--- config.mk ---
export PLATFORM = sky130hd
export DESIGN_NAME = calc_entry_seq
export DESIGN_NICKNAME = d
export VERILOG_FILES = /design/src/rtl/calc_pkg.sv /design/src/rtl/key_debounce.sv /design/src/rtl/calc_entry_seq.sv
export SDC_FILE = /design/constraint.sdc
export NUM_CORES = 1
export LEC_CHECK = 0
export BUFFER_PORTS_ARGS = -buffer_cell sky130_fd_sc_hd__clkbuf_2
export CORE_ASPECT_RATIO = 2
export CORE_MARGIN = 2
export CORE_UTILIZATION = 45
export CTS_CLUSTER_SIZE = 10
export DETAILED_ROUTE_END_ITERATION = 8
export HOLD_SLACK_MARGIN = 0.03
export PLACE_DENSITY = 0.73
export SLEW_MARGIN = 40
export SYNTH_ARGS = -nofsm -noshare
export SYNTH_HDL_FRONTEND = slang
export SYNTH_SLANG_ARGS = --single-unit
export TNS_END_PERCENT = 20
--- constraint.sdc ---
create_clock -name clk -period 6 [get_ports clk]
set_clock_uncertainty 0.1 [all_clocks]
set_input_delay 1.2 -clock clk [delete_from_list [all_inputs] [get_ports clk]]
set_output_delay 1.2 -clock clk [all_outputs]
set_load 0.02 [all_outputs]
--- src/rtl/calc_pkg.sv ---
// rtl/calc_pkg.sv - shared types, constants and operand packing for the calculator
package calc_pkg;

  localparam logic [1:0] OP_ADD = 2'b00;
  localparam logic [1:0] OP_SUB = 2'b01;
  localparam logic [1:0] OP_MUL = 2'b10;
  localparam logic [1:0] OP_DIV = 2'b11;

  localparam int NUM_OPERANDS  = 5;
  localparam int NUM_OPERATORS = 4;

  typedef enum logic [1:0] {
    ENTER_NUM = 2'd0,
    ENTER_OP  = 2'd1,
    FULL      = 2'd2
  } entry_state_e;

  // Sign in bit 7, magnitude in bits 1:0, everything between is zero.
  function automatic logic [7:0] pack_operand(input logic sign, input logic [1:0] mag);
    return {sign, 5'b00000, mag};
  endfunction

endpackage

--- src/rtl/key_debounce.sv ---
// rtl/key_debounce.sv - KEY synchronizer, optional debouncer, falling-edge press pulse
// Debouncer present only when CALC_ENTRY_DEBOUNCE_EN is defined.
module key_debounce #(
  parameter int DEBOUNCE_CYCLES = 500000
) (
  input  logic clk,
  input  logic rst_n,
  input  logic key_n,
  output logic press
);

  logic sync1_q, sync1_d;
  logic sync2_q, sync2_d;
  logic edge_q, edge_d;
  logic level;

  always_comb begin
    sync1_d = key_n;
    sync2_d = sync1_q;
    edge_d  = level;
  end

  always_ff @(posedge clk) begin
    if (!rst_n) begin
      sync1_q <= 1'b1;
      sync2_q <= 1'b1;
      edge_q  <= 1'b1;
    end else begin
      sync1_q <= sync1_d;
      sync2_q <= sync2_d;
      edge_q  <= edge_d;
    end
  end

`ifdef CALC_ENTRY_DEBOUNCE_EN
  localparam int CW = $clog2(DEBOUNCE_CYCLES + 1);
  localparam logic [CW-1:0] CNT_LAST = CW'(DEBOUNCE_CYCLES - 1);
  localparam logic [CW-1:0] CNT_MAX  = CW'(DEBOUNCE_CYCLES);

  logic [CW-1:0] cnt_q, cnt_d;
  logic          level_q, level_d;

  // Counter runs only while the synchronized level disagrees with the accepted
  // one; any return to the accepted level reloads it.
  always_comb begin
    level_d = level_q;
    cnt_d   = '0;
    if (sync2_q != level_q) begin
      if (cnt_q >= CNT_LAST) begin
        level_d = sync2_q;
      end else if (cnt_q == CNT_MAX) begin
        cnt_d = cnt_q;
      end else begin
        cnt_d = cnt_q + 1'b1;
      end
    end
  end

  always_ff @(posedge clk) begin
    if (!rst_n) begin
      level_q <= 1'b1;
      cnt_q   <= '0;
    end else begin
      level_q <= level_d;
      cnt_q   <= cnt_d;
    end
  end

  assign level = level_q;
`else
  logic unused_debounce_cycles;
  assign unused_debounce_cycles = (DEBOUNCE_CYCLES != 0);
  assign level = sync2_q;
`endif

  assign press = edge_q & ~level;

endmodule

--- src/rtl/calc_entry_seq.sv ---
// rtl/calc_entry_seq.sv - press-driven operand/operator entry sequencer for the calculator core
// CALC_ENTRY_DEBOUNCE_EN selects the debounced KEY path inside key_debounce.
module calc_entry_seq
  import calc_pkg::*;
#(
  parameter int DEBOUNCE_CYCLES = 500000
) (
  input  logic        clk,
  input  logic        rst_n,
  input  logic        KEY,
  input  logic [5:0]  SW,
  input  logic        consume,
  output logic [39:0] numbers,
  output logic [7:0]  operators,
  output logic        valid,
  output logic [3:0]  step,
  output logic        expect_op
);

  entry_state_e state_q, state_d;
  logic [2:0]   idx_q, idx_d;
  logic [39:0]  numbers_q, numbers_d;
  logic [7:0]   operators_q, operators_d;
  logic         press;
  logic         unused_sw3;

  assign unused_sw3 = SW[3];

  key_debounce #(
    .DEBOUNCE_CYCLES(DEBOUNCE_CYCLES)
  ) u_key_debounce (
    .clk   (clk),
    .rst_n (rst_n),
    .key_n (KEY),
    .press (press)
  );

  always_ff @(posedge clk) begin
    if (!rst_n) begin
      state_q     <= ENTER_NUM;
      idx_q       <= '0;
      numbers_q   <= '0;
      operators_q <= '0;
    end else begin
      state_q     <= state_d;
      idx_q       <= idx_d;
      numbers_q   <= numbers_d;
      operators_q <= operators_d;
    end
  end

  // SW is only looked at in a press cycle; consume only matters while FULL.
  always_comb begin
    state_d     = state_q;
    idx_d       = idx_q;
    numbers_d   = numbers_q;
    operators_d = operators_q;
    case (state_q)
      ENTER_NUM: begin
        if (press) begin
          numbers_d[{idx_q, 3'b000} +: 8] = pack_operand(SW[2], SW[1:0]);
          state_d = (idx_q == 3'(NUM_OPERANDS - 1)) ? FULL : ENTER_OP;
        end
      end
      ENTER_OP: begin
        if (press) begin
          operators_d[{idx_q, 1'b0} +: 2] = SW[5:4];
          idx_d   = idx_q + 3'd1;
          state_d = ENTER_NUM;
        end
      end
      FULL: begin
        if (consume) begin
          numbers_d   = '0;
          operators_d = '0;
          idx_d       = '0;
          state_d     = ENTER_NUM;
        end
      end
      default: begin
        state_d = ENTER_NUM;
      end
    endcase
  end

  always_comb begin
    valid     = (state_q == FULL);
    expect_op = (state_q == ENTER_OP);
    step      = valid ? 4'd9 : ({idx_q, 1'b0} + {3'b000, expect_op});
  end

  assign numbers   = numbers_q;
  assign operators = operators_q;

endmodule

; ---- After elaboration in Yosys (flattened, before gate mapping)
; Cells that the tools add are included.
; Widths: inputs -> output; s select.
[word_totals]
ff_bits = 56
in_bits = 10
[op_classes]
n_addsub = 4
eq_ne = 6
n_shift = 4
muxes = 17
bitwise = 2
n_reduce_logical = 6
[op_table]
columns = op, count
row1 = $mux 40, 2
row2 = $pmux 40 s2, 1
row3 = $bwmux 40, 1
row4 = $shift 8x8->40 const A, 1
row5 = $shiftx 8x8->40, 1
row6 = $mux 8, 2
row7 = $pmux 8 s2, 1
row8 = $reduce_and 3->1, 3
row9 = $bwmux 8, 1
row10 = $mux 2, 4
row11 = $neg 6->8, 1
row12 = $shift 2x6->8 const A, 1
row13 = $shiftx 2x6->8, 1
row14 = $mux 3, 2
row15 = $neg 4->6, 1
row16 = $pmux 2 s3, 1
row17 = $pmux 3 s2, 1
row18 = $add 4x1->4, 1
row19 = $mux 4, 1
row20 = $ne 2x2->1 const B, 2
row21 = $reduce_bool 2->1, 2
row22 = $add 3x1->3 const B, 1
row23 = $eq 3x3->1 const B, 1
row24 = $eq 2x1->1 const B, 1
row25 = 5 further kinds, 5

; ---- Depth between registers and ports, before layout
[logic_depth]
depth_word = 5
depth_mapped = 8
depth_no_buf = 7

; ---- Modules after synthesis
; Synthesis repeated with hierarchy kept, for this count alone.
[unflattened]
cells_unflattened = 217
hier_area_um2 = 1905.6
[modules_own_cells]
columns = module, instances, cells_per_inst, area_per_inst_um2, seq_area_each_um2
row1 = calc_entry_seq, 1, 210, 1820.5, 560.5
row2 = key_debounce, 1, 7, 85.1, 60.1

; ---- Worst setup path before layout
; No wires, ideal clock.
[synth_path]
path_type = flip-flop to output port
from = register state_q[0]
to = output step[1]
arrival_time_ns = 1.324
path_slack_ns = 3.376
path_stages_with_launch = 6
path_cell_list = dfxtp_1 inv_1 ha_1 buf_6 clkbuf_1 nor2_1
[synth_via]
word_cells_on_any_way = 4
[synth_rtl]
columns = item, line_no
row1 = start: declaration, calc_entry_seq.sv:20  ; entry_state_e state_q, state_d;
row2 = start signal: assignment, calc_entry_seq.sv:45  ; state_q <= state_d;
row3 = $eq 2x2->1, calc_entry_seq.sv:87  ; valid = (state_q == FULL);
row4 = net valid, calc_entry_seq.sv:15  ; output logic valid,
row5 = $mux 4, calc_entry_seq.sv:89  ; step = valid ? 4'd9 : ({idx_q, 1'b0} + {3'b000, expect_op});
row6 = end: declaration, calc_entry_seq.sv:16  ; output logic [3:0] step,
; The timed path passes the listed nets, and every way through them passes these cells.

; ---- Worst setup path in the final report
[layout_path]
from = register state_q[0]
to = output step[3]
[layout_via]
elab_chain_cells = 3
word_cells_on_any_way = 4
[layout_lines]
columns = item, line_no
row1 = $eq 2x1->1, calc_entry_seq.sv:88  ; expect_op = (state_q == ENTER_OP);
row2 = $add 4x1->4, calc_entry_seq.sv:89
row3 = $mux 4 *, calc_entry_seq.sv:89
; Every way passes the cells marked *; elsewhere a longest branch is shown, timed or not.

==> impl_metrics.tcl <==
set metrics [dict create \
    cts.clk_slew.worst_paths_ns 0.06 \
    numCtsBuffers 5 \
    hold_viol 0 \
    start_kind "flip-flop" \
    ys_types 41 \
    drt_first_iter_violations 29 \
    post_cts_buffers 0 \
    post_cts_resized 0 \
    placed_area_mm2 0.00192 \
    finalPower_uw 468 \
    fin_area_mm2 0.00204 \
    timing_worst_slew_pin_value_ns 0.722 \
    grt_pass1_vias 1417 \
    powerDensity_mw_per_mm2 229 \
    worstPathMaxFanout 19 \
    arrival_ns 1.78 \
    p_leak_uw 0.000862 \
    fmax_mhz 325 \
    area_delta_synth_final_pct 12.8 \
    via_per_inst 5.20 \
    fin_ws_ns 2.92 \
    place_worst_setup_slack_ns 3.16 \
    rows 32 \
    syn_inst 198 \
    hold_buffers 0 \
    wire_per_inst_um 13.7 \
    synth.top_cell.area_share_pct 34.3 \
    synth_async_sr_flop_share_pct 0 \
    hold_path_depth 1 \
    use_met2_pct 35.2 \
    dpl.cell_count 278 \
    drive_above_1_share_pct 22.1 \
    relSlewSlack_pct 51.9 \
    fillers 400 \
    yosys.area.top_type "dfxtp_1" \
    core_area_mm2 0.00384 \
    r2r_cells 7 \
    portBuffers 37 \
    critPathKind "flip-flop to output pin" \
    synth_area_mm2 0.00181 \
    grt-ovfl-total 0 \
    synth-seq-area-share_pct 34.3 \
    end_kind "output pin" \
    gr-usage-met1_pct 17.6 \
    grt-busiest-layer "met2" \
    synthTopCellsByCount "31 x dfxtp_1, 25 x buf_4, 15 x nand2_1" \
    io-pin-count 64 \
    drcViolationCount 0 \
    cts.sinks 31 \
    antenna_found_initial 0 \
    worst_ep_required_time_ns 4.70 \
    ys_top_cells_by_area "dfxtp_1 34%, buf_4 10%, ha_1 8.3%, a32o_1 5.0%, mux2i_1 3.9%" \
    avgSynthCellArea_um2 9.13 \
    grt_pass1_wl_um 6440 \
    period_minus_slack_ns 3.08 \
    wirelength_um 3900 \
    yosysMostFrequentCell "dfxtp_1" \
    ys_seq_elements 31 \
    drt_pass1_iterations 4 \
    worstHoldPathType "flip-flop to flip-flop" \
    via_count 1486 \
    die_area_mm2 0.00457 \
    synth-main-ff-cell "dfxtp_1" \
    finalNonFillerCells 286 \
    use_met3_pct 3.35 \
    finalCritPeriodShare_pct 51.3 \
    multi_input_area_mm2 0.00102 \
    ir_worst_vdd_mv 0.187 \
    h-tree-depth 2 \
    cts_root_buffer "clkbuf_8" \
    seq_area_um2 621 \
    finalSetupTns_ns 0 \
    finalSetupViolations 0 \
    antenna_left 0 \
    fin_nets 256 \
    hpwl_um 3010 \
    cts_tree "built" \
    synth_edf_count 0 \
    grt.total_usage_pct 18.5 \
    ff2ff_setup_slack_ns 3.27 \
    die_y_um 93.6 \
    insertion_delay_ns 0.29 \
    grt_start_max_net_pins 28 \
    yosysWarnings 0 \
    rsz0062_at_grt "no" \
    status "finished, final reports clean" \
    drv_cap 0 \
    clk_path_buf_depth 2 \
    gp_congestion 0.806 \
    antennaDiodeCount 0 \
    die_x_um 48.8 \
    drv_slew 0 \
    initial_utilization_pct 47.0 \
]
## layout by cell type (no fill, tap or decap), types with 2 or more instances in the layout
| cell | count |
|---|---|
| nand4_1 | 2 |
| a22o_1 | 3 |
| mux2i_1 | 7 |
| nor2_1 | 8 |
| nor3_4 | 2 |
| o211ai_1 | 2 |
| ha_1 | 12 |
| nand3_1 | 9 |
| inv_1 | 8 |
| nand2_1 | 15 |
| a32o_1 | 9 |
| o31a_1 | 2 |
| nor3_1 | 2 |
| a21boi_0 | 7 |
| o2bb2ai_1 | 2 |
| conb_1 | 25 |
| dfxtp_1 | 31 |
| o21a_1 | 2 |
| clkbuf_2 | 37 |
| clkbuf_8 | 6 |
| o21ai_0 | 6 |
| nor2b_1 | 5 |
| a21oi_1 | 7 |
| nand2b_1 | 7 |
| and2_1 | 2 |
| nor4_1 | 2 |
## through the flow
step	utilization [%]	hold slack (ns)
after CTS	53.1	0.326
after detailed placement	50.0	0.306
after global placement	50.0	0.305
after floorplan	-	0.286
final	53.1	0.321
after global routing	53.1	0.354
## power breakdown
part	leakage, µW	internal (µW)	total [µW]	switching [µW]
Combinational	0.000550	11.5	46.1	34.6
Clock	0.0000612	134	212	77.7
Sequential	0.000251	208	210	1.41
Total	0.000862	354	468	114
## routing by layer
layer,vias to the layer above,share of wire (%)
met1,707,35
met5,-,0
met3,9,4.4
met2,45,58
met4,0,2.9
li1,725,-
## critical path, cell delays in order (launching register included)
cell,delay [ns]
dfxtp_1,0.32
inv_1,0.08
ha_1,0.63
or2_2,0.28
clkbuf_2,0.18
## cell families (layout without fill, tap and decap cells)
logic type	after synthesis	in the layout	synth area share [%]
compound gates	46	46	19.8
fa+ha+maj	12	12	8.30
buf+inv	40	53	14.1
flops	31	31	34.3
mux	8	8	4.50
other cells	1	25	0.207
simple gates	60	60	18.8
## final cells by class
class / instances / share of cell area [%]
multi-input cells: 151 / 50.1
inverters: 8 / 1.47
clock buffers: 6 / 4.05
well taps: 51 / 3.13
clock inverters: 2 / 1.72
flip-flops and latches: 31 / 30.4
repair buffers: 37 / 9.08
## state kept, by name, summed over array words and instances, names as in the netlist
name and cells:
idx_q 3, operators 8, numbers 15, u_key_debounce.sync1_q 1
state_q 2, u_key_debounce.edge_d 1, u_key_debounce.edge_q 1
## final timing paths
kind / start / end
worst min register to register: u_key_debounce.sync1_q / u_key_debounce.edge_d
worst max-delay path: state_q[0] / step[3]
worst min-delay path: u_key_debounce.sync1_q / u_key_debounce.edge_d
worst max register to register: idx_q[0] / operators[1]
(Power assumes the default switching activity.)
